==> config.mk <==
export PLATFORM = sky130hd
export DESIGN_NAME = bcd_converter
export DESIGN_NICKNAME = d
export VERILOG_FILES = /design/src/rtl/bcd_converter.sv
export SDC_FILE = /design/constraint.sdc
export NUM_CORES = 1
export LEC_CHECK = 0
export BUFFER_PORTS_ARGS = -buffer_cell sky130_fd_sc_hd__buf_2
export CAP_MARGIN = 0
export CORE_MARGIN = 1.5
export CORE_UTILIZATION = 45
export CTS_BUF_LIST = sky130_fd_sc_hd__clkbuf_4 sky130_fd_sc_hd__clkbuf_8 sky130_fd_sc_hd__clkbuf_16
export DETAILED_ROUTE_END_ITERATION = 10
export MAX_ROUTING_LAYER = met4
export PLACE_DENSITY = 0.65
export SYNTH_ARGS = -nofsm -noshare
export SYNTH_HDL_FRONTEND = slang
export SYNTH_SLANG_ARGS = --single-unit
==> constraint.sdc <==
create_clock -name clk -period 3.45 [get_ports clk]
set_clock_uncertainty 0.1 [all_clocks]
set_input_delay 0.345 -clock clk [delete_from_list [all_inputs] [get_ports clk]]
set_output_delay 0.345 -clock clk [all_outputs]
set_load 0.01 [all_outputs]
==> src/rtl/bcd_converter.sv <==
// Multi-cycle binary-to-BCD converter (shift-add-3) with saturating overflow,
// leading-zero blanking mask and valid/ready handshakes on both sides.
module bcd_converter #(
    parameter int BIN_W  = 32,
    parameter int DIGITS = 10
) (
    input  logic                  clk,
    input  logic                  rst,
    input  logic                  in_valid,
    output logic                  in_ready,
    input  logic [BIN_W-1:0]      binary_in,
    output logic                  out_valid,
    input  logic                  out_ready,
    output logic [4*DIGITS-1:0]   bcd,
    output logic                  overflow,
    output logic [DIGITS-1:0]     digit_nz,
    output logic                  busy
);

    localparam int BCD_W = 4 * DIGITS;
    localparam int CNT_W = $clog2(BIN_W + 1);

    typedef enum logic [1:0] {
        IDLE,
        SHIFT,
        DONE
    } state_t;

    state_t state;
    state_t state_next;

    logic [BIN_W-1:0]  bin_shift;
    logic [BCD_W-1:0]  bcd_work;
    logic [CNT_W-1:0]  cnt;
    logic              sticky;

    logic              accept;
    logic              last_shift;
    logic [BCD_W-1:0]  adjusted;
    logic [BCD_W-1:0]  work_next;
    logic [BIN_W-1:0]  bin_next;
    logic              carry;
    logic              sticky_next;
    logic [BCD_W-1:0]  result;
    logic [DIGITS-1:0] nz_next;
    logic              running;

    assign in_ready   = (state == IDLE) || ((state == DONE) && out_ready);
    assign accept     = in_valid && in_ready;
    assign busy       = (state == SHIFT);
    assign last_shift = (state == SHIFT) && (cnt == CNT_W'(1));

    // Add-3 correction, then one left shift; the bit leaving the top digit
    // means the value no longer fits in DIGITS digits.
    always_comb begin
        adjusted = bcd_work;
        for (int unsigned i = 0; i < DIGITS; i++) begin
            if (bcd_work[4*i +: 4] >= 4'd5) begin
                adjusted[4*i +: 4] = bcd_work[4*i +: 4] + 4'd3;
            end
        end
        {carry, work_next, bin_next} = {adjusted, bin_shift, 1'b0};
        sticky_next = sticky | carry;
        result      = sticky_next ? {DIGITS{4'h9}} : work_next;
    end

    // Blanking mask: a digit is shown if it or any more significant digit is nonzero.
    always_comb begin
        running = 1'b0;
        nz_next = '0;
        for (int unsigned k = 0; k < DIGITS; k++) begin
            running = running | (result[4*(DIGITS-1-k) +: 4] != 4'd0);
            nz_next[DIGITS-1-k] = running;
        end
        nz_next[0] = 1'b1;
    end

    always_ff @(posedge clk) begin
        if (rst) begin
            state <= IDLE;
        end else begin
            state <= state_next;
        end
    end

    always_comb begin
        state_next = state;
        case (state)
            IDLE: begin
                if (accept) begin
                    state_next = SHIFT;
                end
            end
            SHIFT: begin
                if (last_shift) begin
                    state_next = DONE;
                end
            end
            DONE: begin
                if (out_ready) begin
                    state_next = in_valid ? SHIFT : IDLE;
                end
            end
            default: state_next = IDLE;
        endcase
    end

    always_ff @(posedge clk) begin
        if (rst) begin
            bin_shift <= '0;
            bcd_work  <= '0;
            cnt       <= '0;
            sticky    <= 1'b0;
            bcd       <= '0;
            overflow  <= 1'b0;
            digit_nz  <= '0;
            out_valid <= 1'b0;
        end else begin
            if (accept) begin
                bin_shift <= binary_in;
                bcd_work  <= '0;
                sticky    <= 1'b0;
                cnt       <= CNT_W'(BIN_W);
            end else if (state == SHIFT) begin
                bin_shift <= bin_next;
                bcd_work  <= work_next;
                sticky    <= sticky_next;
                cnt       <= cnt - CNT_W'(1);
            end

            if (last_shift) begin
                bcd       <= result;
                overflow  <= sticky_next;
                digit_nz  <= nz_next;
                out_valid <= 1'b1;
            end else if ((state == DONE) && out_ready) begin
                out_valid <= 1'b0;
            end
        end
    end

endmodule

==> results.txt <==
The clock-pin slew on the worst setup and hold paths came out at 0.06 ns. The number of placement rows is 42. Measured along the x axis, the die boundary spans approximately 120 microns. The global-route met1 utilization is 26.6%. Global routing consumed, on the met3 layer, roughly 5.7% of the routing resources. The fraction of synthesis flops using an asynchronous set or reset pin is 0%. The flow ran to the end, and the final reports show no timing, DRC or antenna violations. The number of global-route vias before repair was about 5100.

Buffers inserted during clock tree synthesis total 17. The class of the worst hold path is primary input to flip-flop. Detailed routing inserted a total of ~5300 vias. Walking the worst path, the cells encountered are inv_1 -> ha_1 -> nand2b_1 -> nor3b_2 -> a2111oi_0 -> o2111ai_1 -> nor4b_1 -> a21oi_1. The worst setup path is captured at a flip-flop. The layout cell share with drive strength beyond 1 came out at about 18%.

The number of setup buffers added after CTS came out at 0. The number of antenna violations at the first check in global routing was 0. The first-pass iteration count of the detailed router came out at 4. The congestion estimate from routability-driven global placement came to roughly 0.80. The commonest cells after synthesis are 133 x sky130_fd_sc_hd__dfxtp_1, 117 x sky130_fd_sc_hd__nand2_1, 116 x sky130_fd_sc_hd__nor2_1.

The worst setup path is launched from a flip-flop. The leakage power summed over all cells came out at between 2 and 3 nW. The number of ports placed on the die boundary is 90.

The number of port buffers is 89. The met2 capacity usage during global routing is roughly a third. The remaining global-route overflow is 0. The total routing resource utilization after global routing came out at between 20% and 30%. The max-capacitance violation count is 0. The deepest level of the CTS H-tree is 4.

The maximum ir drop on the vdd rail came out at 324 uV. The largest incremental delay on the critical path came out at ~0.7 ns. The instance area after placement is 6630 sq um. The clock period minus final worst setup slack came out at roughly 2.6 ns. The fmax came out at between 300 and 400 MHz. In this run the critical register-to-register path is launched from bcd_work[37]. The cell at the slowest stage of the critical path is sky130_fd_sc_hd__a2111oi_0. The CTS tree is built. The finished layout holds around 990 standard cells, fillers aside.

The number of vias per cell after detailed routing came out at about 5.4. Setup repair after global routing left no endpoint under its margin. The cell area after technology mapping came out at 6070 sq um. The setup TNS is 0 ns. The startpoint identified for the worst hold timing path is binary_in[0]. After filler insertion, the fill cell instance count of the layout stands at 1209. After floorplanning, the core was sized to cover between 10000 and 15000 sq um. The later-pin clock latency in the skew report came out at 0.42 ns. The post-cts repair resize count came out at 0. The final layout contains routed wiring with a total length of 14500 microns. The layer with the highest usage is met2. The critical path class is flip-flop to flip-flop. Among all cell types in the netlist, the one instantiated most often is sky130_fd_sc_hd__dfxtp_1. For this design, the CTS-stage hold fixing added 0 buffers. The sequential area share after synthesis is 43.9%. The number of max-slew violations in the final report came out at 0. The initial core utilization came out at 46.0%. The wire length of the first global-routing pass is ~24000 microns.

The minimum setup slack after placement is around 0.9 ns. The pin count of the biggest net entering global routing came out at slightly below 60. The worst path required time is approximately 3.6 ns. The number of nets still failing antenna checks after routing is 0.

At the pin with the least slew margin, the transition time is 0.805 ns. The number of different library cells in the post-synthesis netlist is 47. In this run the power density over the cells is about 570 nW/um^2. The most critical setup path has its startpoint at bcd_work[37].

The die covers approximately 14000 sq um. The HPWL after detailed placement came out at 9580 microns. The overall die height is 119 microns. Hold is met by 0.0686 ns. The share of the core filled with cells is 55.2%. The count of clock tree sinks came out at about 130. The total nets after synthesis is just under 800. For this run, the leading register cell type out of synthesis is sky130_fd_sc_hd__dfxtp_1.

Dividing the detail-routed wire length by the instance count gives approximately 15 microns. The average cell area after synthesis is slightly above 8 sq um. The smallest setup slack after layout came out at approximately 0.80 ns.

By area the synthesized netlist is led by sky130_fd_sc_hd__dfxtp_1 44%, sky130_fd_sc_hd__nand2_1 7.2%, sky130_fd_sc_hd__nor2_1 7.2%. The cell count after synthesis came out at about 730. Counting tap cells, the placed design contains a total of between 900 and 1000 instances. The buffer type at the clock tree root is sky130_fd_sc_hd__clkbuf_16.

The synthesized design spends more area on one cell type than any other, namely sky130_fd_sc_hd__dfxtp_1. The final antenna diode count is 0. Headroom to the max-slew limit came out at 46.3%. Synthesis inferred 133 register bits.

The number of warnings printed during yosys synthesis is 0. Setup violations remaining at the end of the flow were counted as 0. The number of enable flip-flop cells after synthesis came out at 0.

The design area came out at 7290 sq um. STA puts the critical path data arrival time at 2.83 ns. The portion of synthesized cell area occupied by the leading cell type came out at 43.9%. The layout net count came out at 860. The largest fanout on the critical path is 7. The final clock period utilization by the worst path came out at roughly 77%.

The number of DRC markers after the initial detailed-route iteration came out at approximately 280. The final number of hold-violating endpoints came out at 0. The sum of internal, switching and leakage power is slightly above 4 mW. The number of buffers on the longest clock path came out at 2. The area overhead of the layout relative to synthesis came out at 20.1%. For this run, design rule violations remaining after detail routing come to 0.
[worst max-delay path: cells and delay by family, from the launching register on]
kind	cells	cell delay (ns)
AO/OA/AOI/OAI	3	1.06
adder cells (fa/ha/maj)	1	0.19
buffers and inverters	1	0.10
flip-flops	1	0.37
AND/OR/NAND/NOR	3	0.68
[placed cells by master (no fill, tap or decap), drive strengths merged, types with 2 or more instances in the layout]
cell type | Yosys | layout
a211oi | 40 | 40
xnor2 | 12 | 12
nand4bb | 4 | 4
bufinv | 0 | 4
inv | 25 | 25
nor2 | 117 | 117
dfxtp | 133 | 133
nand2 | 117 | 117
mux2i | 13 | 13
ha | 22 | 22
nor3 | 13 | 13
clkinv | 0 | 3
nand2b | 10 | 10
xor2 | 3 | 3
a21oi | 61 | 61
nand3 | 5 | 5
nor4 | 2 | 2
o21bai | 5 | 5
nor2b | 3 | 3
nor3b | 25 | 25
clkbuf | 37 | 24
a311oi | 30 | 30
buf | 12 | 99
o21ai | 11 | 11
a22oi | 20 | 20
[per-layer routing]
| layer | vias to the layer above | wire, microns |
|---|---|---|
| li1 | 2688 | - |
| met1 | 2505 | 6750 |
| met2 | 105 | 6800 |
| met3 | 20 | 751 |
| met4 | 0 | 187 |
| met5 | - | 0 |
[kinds of logic after synthesis]
kind of cell	count (synthesis)	synth area share [%]
fa+ha+maj	22	4.54
buf+inv	74	4.72
xor+xnor	15	2.17
simple gates	305	23.5
compound gates	171	19.1
flops	133	43.9
mux	13	2.14
[state kept, by name, indices dropped and copies added, names as in the netlist]
name and cells:
cnt 6, overflow 1, bcd_work 40, bin_shift 32, sticky 1, state 2, digit_nz 10, out_valid 1
bcd 40
[report_power, final]
group / total (mW) / internal (mW) / switching, mW
registers: 1.67 / 1.61 / 0.0559
logic: 0.475 / 0.177 / 0.298
clock network: 1.98 / 1.33 / 0.653
[path summary, 6_finish.rpt]
kind | to | slack (ns) | cells past startpoint
max | digit_nz[1] | 0.80 | 8
min | bin_shift[0] | 0.07 | 3
max reg2reg | digit_nz[1] | 0.80 | 8
min reg2reg | bcd_work[17] | 0.37 | 2
[final cells by class]
cell class / count / area [sq um] / area share (%)
repair buffers: 99 / 520 / 7.14
well taps: 176 / 220 / 3.02
multi-input cells: 526 / 3130 / 43.0
clock buffers: 24 / 515 / 7.07
inverters: 25 / 93.8 / 1.29
flip-flops and latches: 133 / 2660 / 36.5
clock inverters: 8 / 143 / 1.96
Power figures use the tool's default switching activity.
